[config.mk]
export PLATFORM = sky130hd
export DESIGN_NAME = lcd_fb_arbiter
export DESIGN_NICKNAME = d
export VERILOG_FILES = /design/src/rtl/lcd_fb_pkg.sv /design/src/rtl/fb_addr_gen.sv /design/src/rtl/lcd_fb_arbiter.sv
export SDC_FILE = /design/constraint.sdc
export NUM_CORES = 1
export LEC_CHECK = 0
export CORE_UTILIZATION = 50
export CTS_CLUSTER_DIAMETER = 120
export DETAILED_ROUTE_END_ITERATION = 8
export PLACE_DENSITY = 0.71
export SLEW_MARGIN = 40
export SYNTH_ARGS = -nofsm -noshare
export SYNTH_HDL_FRONTEND = slang
export SYNTH_SLANG_ARGS = --single-unit
[constraint.sdc]
create_clock -name clk -period 6.2 [get_ports clk]
set_clock_uncertainty 0.15 [all_clocks]
set_input_delay 1.24 -clock clk [delete_from_list [all_inputs] [get_ports clk]]
set_output_delay 1.24 -clock clk [all_outputs]
set_load 0.02 [all_outputs]
[src/rtl/lcd_fb_pkg.sv]
// Shared types and constants for the LCD/camera frame-buffer arbiter.
package lcd_fb_pkg;

  localparam int unsigned FRAME_WORDS_VGA = 32'd640 * 32'd480;
  localparam int unsigned BURST_DEFAULT   = 32'd64;

  localparam logic CMD_WE_WRITE = 1'b1;
  localparam logic CMD_WE_READ  = 1'b0;

  typedef enum logic [2:0] {
    ST_IDLE     = 3'd0,
    ST_CAM_CMD  = 3'd1,
    ST_CAM_XFER = 3'd2,
    ST_LCD_CMD  = 3'd3,
    ST_LCD_XFER = 3'd4
  } arb_state_e;

  // Saturating increment used by the LCD run counter.
  function automatic logic [7:0] sat_inc(input logic [7:0] val, input logic [7:0] max);
    logic [7:0] res;
    if (val >= max) begin
      res = max;
    end else begin
      res = val + 8'd1;
    end
    return res;
  endfunction

endpackage

[src/rtl/fb_addr_gen.sv]
// Per-requester frame offset: +BURST on command accept, wrap at frame end,
// and deferred restart to offset 0 on a frame-start pulse.
module fb_addr_gen
  import lcd_fb_pkg::*;
#(
  parameter int unsigned ADDR_W      = 19,
  parameter int unsigned BURST       = BURST_DEFAULT,
  parameter int unsigned FRAME_WORDS = FRAME_WORDS_VGA
) (
  input  logic              clk,
  input  logic              reset,
  input  logic              busy_i,
  input  logic              advance_i,
  input  logic              frame_start_i,
  output logic [ADDR_W-1:0] offset_o
);

  localparam logic [ADDR_W:0] BURST_W = (ADDR_W+1)'(BURST);
  localparam logic [ADDR_W:0] FRAME_W = (ADDR_W+1)'(FRAME_WORDS);

  logic [ADDR_W-1:0] offset_q, offset_d;
  logic              pending_q, pending_d;
  logic              restart_now_s;
  logic [ADDR_W:0]   sum_s;

  // Next offset and pending-restart flag.
  always_comb begin
    restart_now_s = (pending_q || frame_start_i) && !busy_i;
    sum_s         = {1'b0, offset_q} + BURST_W;
    offset_d      = offset_q;
    pending_d     = pending_q;
    if (advance_i && frame_start_i) begin
      // A restart landing on the accept cycle wins over the advance.
      offset_d  = '0;
      pending_d = 1'b0;
    end else if (advance_i) begin
      offset_d = (sum_s >= FRAME_W) ? '0 : sum_s[ADDR_W-1:0];
    end else if (restart_now_s) begin
      offset_d  = '0;
      pending_d = 1'b0;
    end else if (frame_start_i) begin
      pending_d = 1'b1;
    end else begin
      offset_d  = offset_q;
      pending_d = pending_q;
    end
  end

  // Offset and pending-flag registers.
  always_ff @(posedge clk) begin
    if (reset) begin
      offset_q  <= '0;
      pending_q <= 1'b0;
    end else begin
      offset_q  <= offset_d;
      pending_q <= pending_d;
    end
  end

  // An idle requester sees a pending restart immediately, so a command
  // issued in the same cycle already starts at the frame base.
  assign offset_o = restart_now_s ? '0 : offset_q;

endmodule

[src/rtl/lcd_fb_arbiter.sv]
// Shares one SDRAM burst-command port between camera writes and LCD
// prefetch reads; LCD has priority, bounded by a camera starvation guard.
module lcd_fb_arbiter
  import lcd_fb_pkg::*;
#(
  parameter int unsigned ADDR_W      = 19,
  parameter int unsigned BURST       = BURST_DEFAULT,
  parameter int unsigned FRAME_WORDS = FRAME_WORDS_VGA,
  parameter int unsigned FB_BASE     = 0,
  parameter int unsigned MAX_LCD_RUN = 4
) (
  input  logic              clk,
  input  logic              reset,
  input  logic              cam_req,
  input  logic              cam_frame_start,
  input  logic              lcd_req,
  input  logic              lcd_frame_start,
  output logic              mem_cmd_valid,
  input  logic              mem_cmd_ready,
  output logic              mem_cmd_we,
  output logic [ADDR_W-1:0] mem_cmd_addr,
  input  logic              mem_burst_done,
  output logic              cam_grant,
  output logic              lcd_grant
);

  localparam logic [ADDR_W-1:0] BASE_A  = ADDR_W'(FB_BASE);
  localparam logic [7:0]        RUN_MAX = 8'(MAX_LCD_RUN);

  arb_state_e        state_q;
  logic [7:0]        run_q;
  logic              valid_q, we_q, cam_grant_q, lcd_grant_q;
  logic [ADDR_W-1:0] addr_q;

  logic              cam_busy_s, lcd_busy_s;
  logic              cam_accept_s, lcd_accept_s;
  logic              lcd_wins_s;
  logic [ADDR_W-1:0] cam_off_s, lcd_off_s;

  assign cam_busy_s   = (state_q == ST_CAM_CMD) || (state_q == ST_CAM_XFER);
  assign lcd_busy_s   = (state_q == ST_LCD_CMD) || (state_q == ST_LCD_XFER);
  assign cam_accept_s = (state_q == ST_CAM_CMD) && mem_cmd_ready;
  assign lcd_accept_s = (state_q == ST_LCD_CMD) && mem_cmd_ready;
  assign lcd_wins_s   = lcd_req && !(cam_req && (run_q == RUN_MAX));

  fb_addr_gen #(
    .ADDR_W      (ADDR_W),
    .BURST       (BURST),
    .FRAME_WORDS (FRAME_WORDS)
  ) u_cam_addr (
    .clk           (clk),
    .reset         (reset),
    .busy_i        (cam_busy_s),
    .advance_i     (cam_accept_s),
    .frame_start_i (cam_frame_start),
    .offset_o      (cam_off_s)
  );

  fb_addr_gen #(
    .ADDR_W      (ADDR_W),
    .BURST       (BURST),
    .FRAME_WORDS (FRAME_WORDS)
  ) u_lcd_addr (
    .clk           (clk),
    .reset         (reset),
    .busy_i        (lcd_busy_s),
    .advance_i     (lcd_accept_s),
    .frame_start_i (lcd_frame_start),
    .offset_o      (lcd_off_s)
  );

  // Arbitration FSM with registered command and grant outputs.
  always_ff @(posedge clk) begin
    if (reset) begin
      state_q     <= ST_IDLE;
      run_q       <= 8'd0;
      valid_q     <= 1'b0;
      we_q        <= 1'b0;
      addr_q      <= '0;
      cam_grant_q <= 1'b0;
      lcd_grant_q <= 1'b0;
    end else begin
      case (state_q)
        ST_IDLE: begin
          if (lcd_wins_s) begin
            state_q <= ST_LCD_CMD;
            valid_q <= 1'b1;
            we_q    <= CMD_WE_READ;
            addr_q  <= BASE_A + lcd_off_s;
          end else if (cam_req) begin
            state_q <= ST_CAM_CMD;
            valid_q <= 1'b1;
            we_q    <= CMD_WE_WRITE;
            addr_q  <= BASE_A + cam_off_s;
          end else begin
            state_q <= ST_IDLE;
          end
        end
        ST_CAM_CMD: begin
          if (mem_cmd_ready) begin
            state_q     <= ST_CAM_XFER;
            valid_q     <= 1'b0;
            cam_grant_q <= 1'b1;
            run_q       <= 8'd0;
          end else begin
            state_q <= ST_CAM_CMD;
          end
        end
        ST_CAM_XFER: begin
          if (mem_burst_done) begin
            state_q     <= ST_IDLE;
            cam_grant_q <= 1'b0;
          end else begin
            state_q <= ST_CAM_XFER;
          end
        end
        ST_LCD_CMD: begin
          if (mem_cmd_ready) begin
            state_q     <= ST_LCD_XFER;
            valid_q     <= 1'b0;
            lcd_grant_q <= 1'b1;
            // Only LCD bursts that actually hold off the camera count.
            run_q       <= cam_req ? sat_inc(run_q, RUN_MAX) : 8'd0;
          end else begin
            state_q <= ST_LCD_CMD;
          end
        end
        ST_LCD_XFER: begin
          if (mem_burst_done) begin
            state_q     <= ST_IDLE;
            lcd_grant_q <= 1'b0;
          end else begin
            state_q <= ST_LCD_XFER;
          end
        end
        default: begin
          state_q     <= ST_IDLE;
          valid_q     <= 1'b0;
          cam_grant_q <= 1'b0;
          lcd_grant_q <= 1'b0;
        end
      endcase
    end
  end

  assign mem_cmd_valid = valid_q;
  assign mem_cmd_we    = we_q;
  assign mem_cmd_addr  = addr_q;
  assign cam_grant     = cam_grant_q;
  assign lcd_grant     = lcd_grant_q;

endmodule

* Yosys cells after proc, flatten, opt, wreduce, memory -nomap -nowiden
Index checks and enable logic that the tools add are counted.
Operators by class: add/sub/neg operators 3, $lt $le $gt $ge 3, equality and inequality tests 11, mux-type cells 33, bitwise logic cells 5, reduce and logical (&&, ||, !) cells 33
Operator list (number):
- 19-bit 2-to-1 mux | 8
- 19-bit by 7-bit adder with 20-bit output (second input constant) | 2
- 20-bit by 19-bit >= comparator with 1-bit output (second input constant) | 2
- 8-bit 2-to-1 mux | 4
- 8-bit one-hot mux with 2 select lines | 1
- 3-bit one-hot mux with 5 select lines | 1
- 3-bit AND reduction | 4
- 1-bit 2-to-1 mux | 11
- 1-bit one-hot mux with 3 select lines | 3
- 8-bit by 1-bit adder with 8-bit output (second input constant) | 1
- 8-bit by 3-bit == test with 1-bit output (second input constant) | 1
- 8-bit by 3-bit >= comparator with 1-bit output (second input constant) | 1
- 1-bit logical AND | 8
- 2-bit != test (second input constant) | 4
- 2-bit nonzero test | 4
- 2-bit OR reduction | 4
- 3-bit by 2-bit == test with 1-bit output (second input constant) | 2
- 2-bit 2-to-1 mux | 3
- 3-bit 2-to-1 mux | 2
- 2-bit AND reduction | 3
- 3-bit OR reduction | 2
- 1-bit inverter | 5
- 1-bit logical OR | 4
- 3-bit by 1-bit == test with 1-bit output (second input constant) | 1
- other kinds (5) | 7
Storage, ports and cells: flip-flop bits (word level) 74, bits of input ports 8, output and inout bits 23, word-level logic and storage cells 99

* Longest topological paths before layout
depth after elaboration 7, depth in mapped cells 10, mapped depth without buffers 8

* Modules after synthesis
From an unflattened synthesis, not the netlist that was laid out.
Unflattened totals: cell total of the unflattened synthesis 491, area, all modules 4131.5 um^2
By module, submodules not included:
- fb_addr_gen | instances 2, cells an instance 151, area an instance 1203.7 um^2, seq. area each 400.4 um^2
- lcd_fb_arbiter | instances 1, cells an instance 189, area an instance 1724.2 um^2, seq. area each 680.7 um^2

* Worst setup path before layout
OpenSTA, ideal clock, no wires.
path kind in2reg, start input port mem_cmd_ready, end register u_cam_addr.offset_q[0], setup time 0.115 ns, arrival 2.523 ns, data required time 5.935 ns, slack 3.413 ns, cell stages on the path 7, buffers on the path 1, cells stage by stage nand3_1 nor2_1 a21oi_1 and2_1 clkbuf_1 a21o_1 and2_1
Between the ends: cells in the longest elaborated chain, start to end 3, elaborated cells between the ends (all ways) 4, classes of those cells mux (1); reduce/logical (3)
Ends and longest elaborated chain:
- start: declaration | line lcd_fb_arbiter.sv:19 | input logic mem_cmd_ready,
- 1-bit logical AND * | line lcd_fb_arbiter.sv:42 | assign cam_accept_s = (state_q == ST_CAM_CMD) && mem_cmd_ready;
- 1-bit logical AND | line fb_addr_gen.sv:32 | if (advance_i && frame_start_i) begin
- 2-bit OR reduction (no line)
- end signal: assignment | line fb_addr_gen.sv:55 | offset_q <= offset_d;
- end: declaration | line fb_addr_gen.sv:21 | logic [ADDR_W-1:0] offset_q, offset_d;
Every way passes the cells marked *; elsewhere a longest branch is shown, timed or not. A chain may end at the register's enable or synchronous reset.

* Worst setup path after layout
start input port mem_cmd_ready, end register u_lcd_addr.offset_q[12]
Between the ends: cells in the longest elaborated chain, start to end 3, elaborated cells between the ends (all ways) 4, classes of those cells mux (1); reduce/logical (3)
Ends and longest elaborated chain:
- 1-bit logical AND * | line lcd_fb_arbiter.sv:43 | assign lcd_accept_s = (state_q == ST_LCD_CMD) && mem_cmd_ready;
- 1-bit logical AND | line fb_addr_gen.sv:32
- 2-bit OR reduction (no line)
- end signal: assignment | line fb_addr_gen.sv:55
- end: declaration | line fb_addr_gen.sv:21
Marks and branches as above.

==> key figures <==
Drt
  – Final antenna-violating net count: 0
  – Via Count: 3251
  – First DRT Iteration DRCs: 347
  – DR WL/cell: 15.79 um
  – Initial DRT Pass Iterations: 7
  – Vias per cell: 6.088
  – Final WL: 8.433 mm
  – DRC Markers: 0

Critical path
  – R2R depth: 8
  – Critical path cell sequence: clkdlybuf4s50_1, nand2_1, nor2_2, nand2_1, nor3_1, a21boi_4, o211ai_1, a31oi_1
  – Worst EP arrival: 3.68 ns
  – Kind of critical path: input port to flip-flop
  – Slowest stage delay, CP: 0.59 ns
  – Worst r2r dst: u_lcd_addr.offset_q[0]
  – Crit end category: flip-flop
  – Worst R2R Setup Slack: 3.10 ns
  – Startpoint Class: input port
  – Largest fanout on the critical path: 21
  – WP data required: 6.32 ns
  – Crit-path most repeated cell: nand2_1
  – Reg2Reg Launch Point: u_lcd_addr.offset_q[6]
  – Critical Path Slowest Stage Cell: a21boi_4

STA
  – Fmax: 0.2805 GHz
  – Setup TNS: 0 ns
  – Final period utilization: 0.5750
  – Post-route minimum period: 3.565 ns
  – Hold Vio Cnt, Final: 0
  – Unrepaired setup endpoints after global routing: false
  – Worst-margin pin slew: 0.7345 ns
  – Final Max Tran Viols: 0
  – Slew headroom: 0.5091
  – Hold_ws: 0.2836 ns
  – Final Setup Violations: 0
  – Setup WS post-layout: 2.635 ns

Flow run
  – Max_cap viols: 0

Power
  – LEAKAGE: 1.430 nW
  – Sequential share of power: 0.479
  – Net Sw Frac: 0.2484
  – P_int: 0.7731 mW
  – Net switching power: 0.2556 mW
  – Maximum vdd ir drop: 128.8 uV
  – Power Density: 252.3 nW/um2
  – PnR Total Power: 1.029 mW
  – Clk pwr share: 0.422
  – Comb power frac: 0.100

CTS
  – Clock transition at the registers of the reported paths: 0.08 ns
  – Clock Path Buffers: 2
  – CTS Root Cell: clkbuf_8
  – CTS tree: built
  – Setup Buffers After CTS: 0
  – Clock sink count: 74
  – Post_cts resized: 0
  – H-tree levels: 3
  – CTS Buf Count: 9
  – Clk_lat worst skew: 0.34 ns
  – Hold_buf cts: 0

Synthesis
  – Mapped Nets: 431
  – Cells after Synth: 419
  – Register area share after synthesis: 0.4175
  – Top cell type's share of synthesized area: 0.4175
  – Synth top area cells: dfxtp_1 42%, nor2_1 5.8%, nand2_1 5.3%
  – Synth area leader: dfxtp_1
  – Warnings from Yosys: 0
  – Post-synth ARST share: 0
  – Distinct cells, synth: 64
  – Post-Syn Area: 3548 um2
  – Number of flops mapped to enable cells by yosys: 0
  – Yosys reg bits: 74
  – Mapped Avg Cell Area: 8.469 um2
  – Synth Flop Type: dfxtp_1

Worst hold path
  – Hold path endpoint: u_lcd_addr.offset_q[4]
  – Hold wc startpoint: u_lcd_addr.offset_q[4]
  – Hold path depth: 2
  – Worst Hold Class: flip-flop to flip-flop

Placed design
  – Routability-driven placement congestion ratio: 0.8843
  – Post-Place Cell Area: 3832 um2
  – Port bufs: 30
  – Dpl ws: 2.223 ns
  – Dpl hpwl: 5.702 mm

Floorplanning
  – Boundary Pins: 31
  – Die Area: 7437 um2
  – FP Rows: 30
  – Die height: 86.24 um
  – Core Region: 6832 um2
  – Initial Utilization: 0.5194
  – Die Span X: 86.24 um

Global routing
  – Grt ovf: 0
  – Largest net degree at the start of global routing: 23
  – First-pass GRT wire length: 14.32 mm
  – Vias in the first global route: 3065
  – GRT Total Usage: 0.2436
  – Antenna violations before repair: 0

Layout
  – P&R area growth vs syn: 14.92%
  – Share of post-route cells with drive strength above 1: 0.08219
  – Fillers: 632
  – Design area: 4078 um2
  – Inserted Diodes: 0
  – Commonest non-fill, non-tap cells in the layout: 74 x dfxtp_1, 55 x nor2_1, 50 x nand2_1
  – Commonest non-fill, non-tap cell in the layout: dfxtp_1
  – Fin nets: 445

Run status
  – Outcome: complete, no violations
layer usage:
metal,part of all wire,GRT usage,vias up,routed length (um)
met2,0.46,0.3867,101,3880
met5,0,0,-,0
met4,0.022,0.1348,0,186
met1,0.47,0.3186,1546,3950
met3,0.049,0.03714,21,415
li1,-,-,1583,-
sequential cells by signal, summed over array words and instances (netlist names):
register,flops
mem_cmd_addr,19
u_cam_addr.offset_q,19
u_lcd_addr.offset_q,19
run_q,8
state_q,3
cam_grant,1
lcd_grant,1
mem_cmd_valid,1
mem_cmd_we,1
u_cam_addr.pending_q,1
u_lcd_addr.pending_q,1
kinds of logic (layout without fill, tap and decap cells):
logic type / count (synthesis) / after routing / synth area share
muxes: 3 / 3 / 0.008815
and+or+nand+nor: 189 / 189 / 0.2676
xor gates and xnor gates: 3 / 3 / 0.007406
AOI/OAI and AO/OA: 108 / 108 / 0.2317
buffers and inverters: 38 / 57 / 0.05289
DFF: 74 / 74 / 0.4175
adders and majority gates: 4 / 4 / 0.01410
power groups by stage:
stage               clock network [mW]  logic [mW]  registers (mW)
global route                     0.466       0.112           0.493
finish                           0.434       0.103           0.492
CTS                              0.440       0.102           0.492
floorplan                            0      0.0698           0.502
global placement                     0      0.0995           0.503
detailed placement                   0       0.101           0.503
critical path: cells and delay by family:
family | cells | cell delay [ns]
simple gates | 4 | 0.90
compound gates | 3 | 0.97
buf+inv | 1 | 0.57
cell usage after synthesis, drive strengths merged, types with 3 or more instances:
| library cell | instances |
|---|---|
| nor3 | 18 |
| buf | 16 |
| nand3b | 4 |
| and2 | 16 |
| o22ai | 4 |
| a21o | 3 |
| a41oi | 4 |
| a22oi | 6 |
| a31oi | 21 |
| inv | 10 |
| dfxtp | 74 |
| nand2 | 51 |
| a21oi | 16 |
| nand2b | 3 |
| nor2 | 56 |
| and3 | 7 |
| nand4 | 9 |
| ha | 4 |
| o21ai | 17 |
| a222oi | 18 |
| nand3 | 16 |
| clkbuf | 12 |
cell type report:
class                           instances  area [um2]  area share
Inverter                               10       37.54    0.009205
Tap cell                               96       120.1     0.02946
Clock inverter                          4       72.57     0.01780
Timing Repair Buffer                   31       307.8     0.07548
Multi-Input combinational cell        307        1893      0.4643
Clock buffer                           12       165.2     0.04050
Sequential cell                        74        1481      0.3633
through the flow:
stage                     cells  utilization
after global placement      518       0.5601
after CTS                   534       0.5958
after global routing        534       0.5969
after floorplan             419            -
after detailed placement    518       0.5610
final                       534       0.5969
how the worst max path moves through the flow:
stage                             start  slack (ns)  cells past startpoint                 endpoint
final                     mem_cmd_ready        2.63                      8  u_lcd_addr.offset_q[12]
after global routing      mem_cmd_ready        2.51                      8  u_lcd_addr.offset_q[14]
after CTS                 mem_cmd_ready        2.52                      8  u_lcd_addr.offset_q[12]
after detailed placement  mem_cmd_ready        2.22                      8  u_lcd_addr.offset_q[12]
after global placement    mem_cmd_ready        2.39                      8  u_lcd_addr.offset_q[12]
after floorplan           mem_cmd_ready        3.41                      7   u_cam_addr.offset_q[0]
(Power assumes the default switching activity.)
